===== src/rtl/bits2bytes_stream.sv =====
// Streaming bit packer: gathers IN_W-bit fields LSB-first and emits N_BYTES-wide
// words. The final partial word is zero-padded and tagged with out_last/out_nbytes.
module bits2bytes_stream #(
  parameter int IN_W    = 12,
  parameter int N_BYTES = 4
) (
  input  logic                           clk,
  input  logic                           rst,
  input  logic                           in_valid,
  output logic                           in_ready,
  input  logic [IN_W-1:0]                in_bits,
  input  logic                           in_last,
  output logic                           out_valid,
  input  logic                           out_ready,
  output logic [N_BYTES-1:0][7:0]        out_bytes,
  output logic                           out_last,
  output logic [$clog2(N_BYTES+1)-1:0]   out_nbytes
);

  localparam int OUT_W = 8 * N_BYTES;
  localparam int ACC_W = OUT_W + IN_W;
  localparam int FW    = $clog2(ACC_W + 1);
  localparam int NBW   = $clog2(N_BYTES + 1);
  localparam logic [FW-1:0] OUT_W_F = FW'(OUT_W);
  localparam logic [FW-1:0] IN_W_F  = FW'(IN_W);

  typedef enum logic [0:0] {
    ACCUM = 1'b0,
    FLUSH = 1'b1
  } state_e;

  state_e             state_q, state_d;
  logic [ACC_W-1:0]   acc_q, acc_d;
  logic [FW-1:0]      fill_q, fill_d;
  logic               out_valid_q, out_valid_d;
  logic [OUT_W-1:0]   out_word_q, out_word_d;
  logic               out_last_q, out_last_d;
  logic [NBW-1:0]     out_nbytes_q, out_nbytes_d;

  logic               slot_free;
  logic               load;
  logic               in_fire;
  logic               final_word;
  logic [FW-1:0]      take;
  logic [FW-1:0]      fill_base;
  logic [FW:0]        take_rnd;
  logic [ACC_W-1:0]   acc_shift;
  logic [OUT_W-1:0]   keep_mask;

  // Word load decision, accumulator shift/insert and next-state logic.
  always_comb begin
    slot_free  = !out_valid_q || out_ready;
    take       = (fill_q >= OUT_W_F) ? OUT_W_F : fill_q;
    final_word = (state_q == FLUSH) && (fill_q <= OUT_W_F);
    load       = slot_free && ((fill_q >= OUT_W_F) ||
                               ((state_q == FLUSH) && (fill_q != {FW{1'b0}})));
    // Readiness depends only on registered state, never on out_ready.
    in_ready   = (state_q == ACCUM) && (fill_q <= OUT_W_F);
    in_fire    = in_valid && in_ready;
    keep_mask  = ~({OUT_W{1'b1}} << take);
    take_rnd   = {1'b0, take} + (FW+1)'(7);

    if (load) begin
      acc_shift = acc_q >> take;
      fill_base = fill_q - take;
    end else begin
      acc_shift = acc_q;
      fill_base = fill_q;
    end

    acc_d        = acc_shift;
    fill_d       = fill_base;
    state_d      = state_q;
    out_valid_d  = out_valid_q;
    out_word_d   = out_word_q;
    out_last_d   = out_last_q;
    out_nbytes_d = out_nbytes_q;

    if (in_fire) begin
      acc_d  = acc_shift | (ACC_W'(in_bits) << fill_base);
      fill_d = fill_base + IN_W_F;
    end else begin
      acc_d  = acc_shift;
      fill_d = fill_base;
    end

    if (load) begin
      out_word_d   = acc_q[OUT_W-1:0] & keep_mask;
      out_valid_d  = 1'b1;
      out_nbytes_d = NBW'(take_rnd >> 3);
      out_last_d   = final_word;
    end else if (out_valid_q && out_ready) begin
      out_valid_d = 1'b0;
    end else begin
      out_valid_d = out_valid_q;
    end

    case (state_q)
      ACCUM: begin
        if (in_fire && in_last) begin
          state_d = FLUSH;
        end else begin
          state_d = ACCUM;
        end
      end
      FLUSH: begin
        if (load && final_word) begin
          state_d = ACCUM;
        end else begin
          state_d = FLUSH;
        end
      end
      default: state_d = ACCUM;
    endcase
  end

  // State and output registers.
  always_ff @(posedge clk) begin
    if (rst) begin
      state_q      <= ACCUM;
      acc_q        <= {ACC_W{1'b0}};
      fill_q       <= {FW{1'b0}};
      out_valid_q  <= 1'b0;
      out_word_q   <= {OUT_W{1'b0}};
      out_last_q   <= 1'b0;
      out_nbytes_q <= {NBW{1'b0}};
    end else begin
      state_q      <= state_d;
      acc_q        <= acc_d;
      fill_q       <= fill_d;
      out_valid_q  <= out_valid_d;
      out_word_q   <= out_word_d;
      out_last_q   <= out_last_d;
      out_nbytes_q <= out_nbytes_d;
    end
  end

  assign out_valid  = out_valid_q;
  assign out_bytes  = out_word_q;
  assign out_last   = out_last_q;
  assign out_nbytes = out_nbytes_q;

endmodule


===== config.mk =====
export PLATFORM = sky130hd
export DESIGN_NAME = bits2bytes_stream
export DESIGN_NICKNAME = d
export VERILOG_FILES = /design/src/rtl/bits2bytes_stream.sv
export SDC_FILE = /design/constraint.sdc
export NUM_CORES = 1
export LEC_CHECK = 0
export CAP_MARGIN = 30
export CORE_UTILIZATION = 50
export CTS_BUF_LIST = sky130_fd_sc_hd__clkbuf_8
export CTS_CLUSTER_DIAMETER = 120
export DETAILED_ROUTE_END_ITERATION = 10
export PLACE_DENSITY = 0.74
export SETUP_SLACK_MARGIN = 0.15
export SLEW_MARGIN = 15
export SYNTH_ARGS = -nofsm -noshare
export SYNTH_HDL_FRONTEND = slang
export SYNTH_SLANG_ARGS = --single-unit

===== constraint.sdc =====
create_clock -name clk -period 4.25 [get_ports clk]
set_input_delay 0.85 -clock clk [delete_from_list [all_inputs] [get_ports clk]]
set_output_delay 0.85 -clock clk [all_outputs]
set_load 0.1 [all_outputs]

==> results.txt, run 1 <==
- Measured along the x axis, the die boundary spans 126 µm.
* Total power per unit cell area: 293 mW/mm²
- Highest net fanout along the worst path: 14
* Share of the synthesized area in the top cell type: 22.9%
- Kind of path behind the tightest hold check: flip-flop to flip-flop
* Wire length of the first global-routing pass: 49000 µm
- Global routing finished with a remaining overflow of 0.
- Cell type contributing the most total cell area after synthesis: sky130_fd_sc_hd__dfxtp_1
* Layout Skew: 9.64 ps
- Count of fill cells added during filler insertion: 1391
* Routed wire length per instance: 28.1 µm
- Entering global routing, the biggest net connects 79 pins.
- After synthesis, the mean cell area works out to 8.04 µm².
- In this run the deepest clock path goes through 2 buffers.
- The flow ran to the end, and the final reports show no timing, DRC or antenna violations.
* Port Buf Inserts: 54
* CP Capture Type: flip-flop
- In this run the clock root is driven by a sky130_fd_sc_hd__clkbuf_8.
- Number of synthesized flops with an enable pin: 0
* CTS tree: done
- The first TritonRoute pass finished after 6 iterations.
- The core region is 0.0148 mm².
* RSZ-0062 raised after global routing: no
- The critical path starts at out_ready.
- The Yosys step of the flow raised 0 warnings.
- Via count of the routed design: 8575
- The slowest stage of the critical path belongs to the cell sky130_fd_sc_hd__o21ai_2.
- In this run the number of H-tree levels came out at 3.
* Dominant delay contributor by cell family on the critical path: compound AO/OA/AOI/OAI gates
* Yosys reg bits: 88
- Number of buffers inserted during clock tree synthesis: 9
- Counting distinct cell types in the post-synthesis netlist gives 86.
- CP Class: input port to flip-flop
- Top-count cell post-synth: sky130_fd_sc_hd__nand2_1
- Together, buffers and inverters on the worst path number 1.
- After detailed routing, the number of vias per cell comes to 7.38.
* Post-synthesis share of cell area spent on full adders, half adders and majority gates: 0.325%
- The initial antenna violation count came to 0.
- Die ar.: 0.0159 mm²
- After Yosys synthesis, and, or, nand and nor cells account for 20.1% of the synthesized area.
* Die Y-Extent: 126 µm
- At the pin with the least slew margin, the transition time is 1030 ps.
- In this design, the stage delay of the slowest critical-path cell is 650 ps.
* Total power: 2.52 mW
- Number of max-cap violations: 0
- Summing the areas of all xor and xnor instances in the mapped netlist gives 0.228% of the synthesized area.
- RD Place Congestion: 1.07
- Relative slew margins: 31.0%
- Summing the sequential cell areas from Yosys gives 22.9% of the chip area.
- In this run, the number of DRC markers left after iteration 0 of detailed routing was 1425.
* Post-CTS setup-driven buffer insertion count: 0
- After layout, the worst path uses 76.8% of the clock period.
- At the worst endpoint, the arrival time is 3510 ps.
- The detail route stage leaves a number of antenna-violating nets equal to 0.
- Crit start category: input port
- Ordered cell list for the critical path: clkdlybuf4s50_1, nand2b_1, nand3_1, o21ai_2, nor2_1, and4_1, a221oi_1, o22ai_1
- Source of the worst hold timing path: out_bytes[14]$_SDFFE_PP0N_
- Detailed placement ended at an HPWL of 23800 µm.
- Setup violations remaining at the end of the flow were counted as 0.
* Required arrival time at the worst endpoint: 4500 ps
- The tree built by TritonCTS fans out to 88 sinks.
* Peak clock frequency supported by timing: 307 MHz
* Post-CTS Hold Fix Bufs: 0
* Leakage power: 3.25 nW
- Wire length after detailed routing: 32700 µm
- Number of hold-slack violations in the final timing report: 0
- VDD sags by at most 189 µV.
- Post-cts resize count: 0
* Dominant combinational cell family by area after synthesis: compound AO/OA/AOI/OAI gates
- The floorplan has 44 rows.
- In the final layout, the share of cells above drive strength 1 is 13.6%.
* Mux cell area share after synthesis: 21.7%
- Detailed-route DRC error count: 0
- Compared with the post-synthesis result, the final layout area differs by 11.8%.
- Number of nets in the layout: 992
- Post-synth net total: 976
- 0 antenna diodes ended up in the layout.
* Via count of the first global-routing pass: 7899
- Ranked by instance count, the synthesized netlist is headed by sky130_fd_sc_hd__nand2_1 (111), sky130_fd_sc_hd__mux2i_1 (98), sky130_fd_sc_hd__dfxtp_1 (88).
- At the later pin of the worst-skew pair, clock insertion delay measures 390 ps.
- Top Ports: 55
- By area the synthesized netlist is led by sky130_fd_sc_hd__dfxtp_1 (23%), sky130_fd_sc_hd__mux2i_1 (13%), sky130_fd_sc_hd__mux4_2 (6.1%), sky130_fd_sc_hd__nand2_1 (5.4%), sky130_fd_sc_hd__a21oi_1 (4.8%).
- Summing every instance area after synthesis gives 0.00769 mm².
* Synthesized-area fraction occupied by ao, oa, aoi and oai cells: 28.7%
- The final-report max-slew violation count is 0.
- Among all flip-flop cells after synthesis, the most frequent one is sky130_fd_sc_hd__dfxtp_1.
* Initial Utilization: 52.1%
- Final critical delay including setup and external delays: 3260 ps
- Clock transition at the registers of the reported paths: 90 ps
- R2R Path Start: fill_q[5]$_SDFF_PP0_
- In the final timing run, aggregate negative setup slack is 0 ps.
* Number of standard cells after synthesis: 957
* Total Routing Usage GR: 40.9%
- Post-synth ARST share: 0%
-- worst min-delay path: stages, from the launching register on --
cell and delay [ps]:
sky130_fd_sc_hd__dfxtp_1 320, sky130_fd_sc_hd__nand2_1 50, sky130_fd_sc_hd__a21oi_1 50
-- report_power, final --
group,switching (mW),internal (mW)
sequential,0.0982,0.867
clock,0.341,0.273
combinational,0.617,0.323
total,1.06,1.46
-- flip-flops by register name, indices dropped and copies added, names as in the netlist --
register,flops
out_nbytes,3
out_last,1
acc_q,44
out_valid,1
fill_q,6
state_q,1
out_bytes,32
-- layout make-up --
| type | instances | area [µm²] | share of cell area [%] |
|---|---|---|---|
| inverters | 7 | 26.3 | 0.305 |
| clock inverters | 7 | 71.3 | 0.829 |
| well taps | 184 | 230 | 2.68 |
| repair buffers | 100 | 911 | 10.6 |
| flip-flops and latches | 88 | 1760 | 20.5 |
| multi-input cells | 767 | 5470 | 63.6 |
| clock buffers | 9 | 124 | 1.44 |
-- per-layer routing --
| metal | GRT usage [%] | wire [µm] | share of wire (%) | vias to the layer above |
|---|---|---|---|---|
| li1 | - | - | - | 3699 |
| met1 | 55.2 | 12800 | 39 | 4015 |
| met2 | 56.9 | 13200 | 41 | 699 |
| met3 | 14.5 | 4860 | 15 | 162 |
| met4 | 20.9 | 1730 | 5.3 | 0 |
| met5 | 0 | 0 | 0 | - |
-- cells in the final DEF, fill, tap and decap left out, types with 5 or more instances in the layout --
| cell type | count |
|---|---|
| sky130_fd_sc_hd__o21ai_0 | 42 |
| sky130_fd_sc_hd__o2bb2ai_1 | 5 |
| sky130_fd_sc_hd__o211ai_1 | 18 |
| sky130_fd_sc_hd__a2bb2oi_1 | 10 |
| sky130_fd_sc_hd__nor2_1 | 71 |
| sky130_fd_sc_hd__a22oi_1 | 21 |
| sky130_fd_sc_hd__inv_1 | 5 |
| sky130_fd_sc_hd__a211o_1 | 5 |
| sky130_fd_sc_hd__mux2i_1 | 98 |
| sky130_fd_sc_hd__nand4_1 | 8 |
| sky130_fd_sc_hd__nand2_1 | 111 |
| sky130_fd_sc_hd__a221o_1 | 5 |
| sky130_fd_sc_hd__and2_1 | 7 |
| sky130_fd_sc_hd__mux2_2 | 19 |
| sky130_fd_sc_hd__a32oi_1 | 8 |
| sky130_fd_sc_hd__buf_4 | 45 |
| sky130_fd_sc_hd__mux4_2 | 21 |
| sky130_fd_sc_hd__o221ai_1 | 12 |
| sky130_fd_sc_hd__a21o_1 | 8 |
| sky130_fd_sc_hd__nor2b_1 | 7 |
| sky130_fd_sc_hd__dfxtp_1 | 86 |
| sky130_fd_sc_hd__nor3_1 | 23 |
| sky130_fd_sc_hd__a31oi_1 | 13 |
| sky130_fd_sc_hd__o22ai_1 | 17 |
| sky130_fd_sc_hd__a222oi_1 | 5 |
| sky130_fd_sc_hd__clkdlybuf4s50_1 | 52 |
| sky130_fd_sc_hd__nand2b_1 | 6 |
| sky130_fd_sc_hd__a211oi_1 | 19 |
| sky130_fd_sc_hd__or3_1 | 6 |
| sky130_fd_sc_hd__nand3_1 | 28 |
| sky130_fd_sc_hd__and3b_1 | 9 |
| sky130_fd_sc_hd__a21oi_1 | 74 |
| sky130_fd_sc_hd__clkbuf_8 | 9 |
| sky130_fd_sc_hd__a221oi_1 | 5 |
-- metrics by stage --
| step | worst slack (ps) | cells | hold WS, ps | util [%] | area, µm² |
|---|---|---|---|---|---|
| floorplan | 808 | 957 | 444 | - | 7690 |
| global placement | 683 | 1145 | 440 | 56.8 | 8380 |
| detailed placement | 684 | 1146 | 443 | 57.0 | 8410 |
| CTS | 1100 | 1162 | 456 | 58.3 | 8600 |
| global route | 808 | 1162 | 483 | 58.3 | 8600 |
| finish | 988 | 1162 | 454 | 58.3 | 8600 |
-- kinds of logic after synthesis --
kind of cell / after synthesis
buf+inv: 102
fa+ha+maj: 2
mux: 138
xor+xnor: 2
compound gates: 312
other cells: 2
flops: 88
simple gates: 311
-- worst paths after layout --
kind	endpoint	slack [ps]	cells after the start
setup / recovery	acc_q[33]$_SDFF_PP0_	990	8
hold / removal	out_bytes[14]$_SDFFE_PP0N_	450	2
setup reg to reg	acc_q[33]$_SDFF_PP0_	1000	7
hold reg to reg	out_bytes[14]$_SDFFE_PP0N_	450	2
Note: power is estimated with default switching activity, not from simulation.
==> inputs of run 2 (changes only) <==
clock period = 3.13 ns   (was 4.25 ns; I/O delays follow)
==> run 2 against run 1 <==
Clock skew fell by 0.87 ps. Setup slack got worse by 800 ps. Sequential power rose by 37%. Global-route usage rose by 3.4 points. Sequential share of layout area fell by 0.96 points. Utilization rose by 2.9 points. Final area rose by 5.0%. Critical path type is now flip-flop to flip-flop. Largest cell class unchanged.
==> results.txt, run 2 (synthesized netlist as in run 1, its figures left out) <==
* Clock transition at the registers of the reported paths: 100 ps (was 90 ps)
* Area growth from synthesis to final layout: 17.3% (was 11.8%)
* Leakage power: 3.64 nW (was 3.25 nW)
- Final critical delay including setup and external delays: 2940 ps
- The clock network latency to the later pin of the worst-skew pair came to 400 ps (was 390 ps).
* Required arrival time at the worst endpoint: 3390 ps (was 4500 ps)
- Wire length of the first global-routing pass: 52500 µm (was 49000 µm)
- Detailed-route DRC error count: 0 (unchanged)
* Count of fill cells added during filler insertion: 1371 (was 1391)
- R2R Path Start: fill_q[1]$_SDFF_PP0_ (was fill_q[5]$_SDFF_PP0_)
- Total power per unit cell area: 405 mW/mm² (was 293 mW/mm²)
* CP Capture Type: flip-flop (unchanged)
* Largest net degree at the start of global routing: 52 (was 79)
* Via count of the first global-routing pass: 8226 (was 7899)
* TritonCTS sink count: 88 (unchanged)
* Top Ports: 55 (unchanged)
- Routed wire length per instance: 28.7 µm (was 28.1 µm)
- The worst clock skew is 8.77 ps (was 9.64 ps).
- The most common cell after layout, fill and taps aside is sky130_fd_sc_hd__buf_4 (was sky130_fd_sc_hd__nand2_1).
- RD Place Congestion: 1.05 (was 1.07)
- The type of origin of the critical path is a flip-flop (was input port).
- Total Routing Usage GR: 44.3% (was 40.9%)
- Via count of the routed design: 8828 (was 8575)
* Buffer depth of the longest clock path: 2 (unchanged)
- Port Buf Inserts: 54 (unchanged)
- Final standard cell area without fillers: 0.00903 mm² (was 0.00860 mm²)
- Number of buffers inserted during clock tree synthesis: 9 (unchanged)
- The remaining global-route overflow came to 0 (unchanged).
- RSZ-0062 raised after global routing: no (unchanged)
- The share of post-route cells with drive strength above 1 was 21.9% (was 13.6%).
- The maximum fanout encountered on the critical timing path came to 19 (was 14).
* Commonest cells after routing, fill and taps aside: sky130_fd_sc_hd__buf_4 (127), sky130_fd_sc_hd__nand2_1 (111), sky130_fd_sc_hd__mux2i_1 (98) (was sky130_fd_sc_hd__nand2_1 (111), sky130_fd_sc_hd__mux2i_1 (98), sky130_fd_sc_hd__dfxtp_1 (86))
- Die ar.: 0.0159 mm² (unchanged)
* H-tree depth: 3 (unchanged)
* Reg power frac: 36.0% (was 38.3%)
- The detailed-placement wirelength estimate came to 26100 µm (was 23800 µm).
- Relative slew margins: 37.3% (was 31.0%)
- The number of violations reported at the end of detailed-routing iteration 0 came to 1441 (was 1425).
* TNS Setup: 0 ps (unchanged)
- Switching pwr: 1.54 mW (was 1.06 mW)
- The maximum ir drop on the vdd rail came to 312 µV (was 189 µV).
- Relative contribution of combinational cells to total power: 39.7% (was 37.3%)
- The post-route worst hold slack was 458 ps (was 454 ps).
- Antenna violations before repair: 1 (was 0)
- Worst reg2reg setup slack: 190 ps (was 1000 ps)
- Source of the worst hold timing path: out_bytes[29]$_SDFFE_PP0N_ (was out_bytes[14]$_SDFFE_PP0N_)
- Placed cell areas: 0.00881 mm² (was 0.00841 mm²)
* Final critical-path share of the clock period: 93.9%
- Result of the run: finished clean (unchanged)
- Number of flip-flops under the largest register name: 44 (unchanged)
- Worst Setup SP: fill_q[1]$_SDFF_PP0_ (was out_ready)
- The switching portion of total power was 42.0% (was 41.9%).
* CP Class: flip-flop to flip-flop (was input port to flip-flop)
* Final Non-Filler Cells: 1216 (was 1162)
* Number of max-cap violations: 0 (unchanged)
- Endpoint arrival time on the critical path: 3200 ps (was 3510 ps)
- The number of placed instances with taps included was 1199 (was 1146).
* Final-report max-slew violation count: 0 (unchanged)
- Die Y-Extent: 126 µm (unchanged)
- The starting density of the core was 52.1% (unchanged).
- Wire length after detailed routing: 34900 µm (was 32700 µm)
- Peak clock frequency supported by timing: 340 MHz
* Avg Vias per Cell: 7.26 (was 7.38)
- Kind of path behind the tightest hold check: flip-flop to flip-flop (unchanged)
- Top register by number of flip-flops: acc_q (unchanged)
- The actual slew at the worst max-slew pin is 917 ps (was 1030 ps).
- Clock Tree Root: sky130_fd_sc_hd__clkbuf_8 (unchanged)
* Detailed-router iteration count before antenna repair: 6 (unchanged)
- Number of nets with antenna violations after routing: 0 (unchanged)
* Number of hold-slack violations in the final timing report: 0 (unchanged)
- The clock tree from TritonCTS is done (unchanged).
- The cts-stage hold buffer count is 0 (unchanged).
* Core Box Area: 0.0148 mm² (unchanged)
* Internal power consumption: 2.12 mW (was 1.46 mW)
* Portion of total power attributed to the clock network: 24.3% (was 24.4%)
- Number of placement rows: 44 (unchanged)
- The total chip power was 3.65 mW (was 2.52 mW).
* Die Width: 126 µm (unchanged)
* Final setup violation count: 0 (unchanged)
- The count of nets after finishing was 1045 (was 992).
==> run 2: worst paths after layout <==
path / endpoint / depth (start not counted)
setup / recovery: acc_q[20]$_SDFF_PP0_ / 8
hold / removal: out_bytes[29]$_SDFFE_PP0N_ / 2
setup reg to reg: acc_q[20]$_SDFF_PP0_ / 8
hold reg to reg: out_bytes[29]$_SDFFE_PP0N_ / 2
==> run 2: final cells by class <==
cell class	count	area, µm²	share of cell area [%]
antenna	1	2.50	0.0277
tap	184	230	2.55
timing repair buffer	153	1310	14.5
inverter	7	26.3	0.291
sequential	88	1770	19.6
clock buffer	10	138	1.52
multi-input combinational	767	5480	60.7
clock inverter	6	72.6	0.804
==> run 2: per-stage QoR <==
step	worst slack [ps]	util, %
floorplan	138	-
global placement	71.4	59.7
detailed placement	51.6	59.7
CTS	273	61.2
global route	155	61.2
finish	190	61.2
==> run 2: timing repair <==
action,CTS,global route
endpoints found under the setup margin,0,4
resized for setup,0,1
setup buffers,0,0
==> run 2: power by group through the flow <==
stage          logic [mW]  clock network [mW]  registers (mW)
3_3_place_gp         1.38                   0            1.33
4_1_cts              1.38               0.895            1.30
5_1_grt              1.51               0.937            1.31
2_1_floorplan       0.838                   0            1.30
3_5_place_dp         1.38                   0            1.33
6_report             1.45               0.889            1.32
==> run 2: routing by layer <==
| metal | up-vias | routed length [µm] | global-route usage, % |
|---|---|---|---|
| met4 | 0 | 1740 | 19.9 |
| met1 | 4224 | 14400 | 62.0 |
| met5 | - | 0 | 0 |
| li1 | 3798 | - | - |
| met2 | 678 | 14100 | 61.9 |
| met3 | 128 | 4640 | 13.2 |
==> run 2: critical path, stage by stage, from the launching register on <==
cell and delay (ps):
sky130_fd_sc_hd__dfxtp_1 530, sky130_fd_sc_hd__nand2b_2 340, sky130_fd_sc_hd__buf_12 280, sky130_fd_sc_hd__mux2i_1 290
sky130_fd_sc_hd__o22ai_1 140, sky130_fd_sc_hd__nor3_1 490, sky130_fd_sc_hd__mux2i_1 290, sky130_fd_sc_hd__o22ai_1 300
sky130_fd_sc_hd__a31oi_1 110
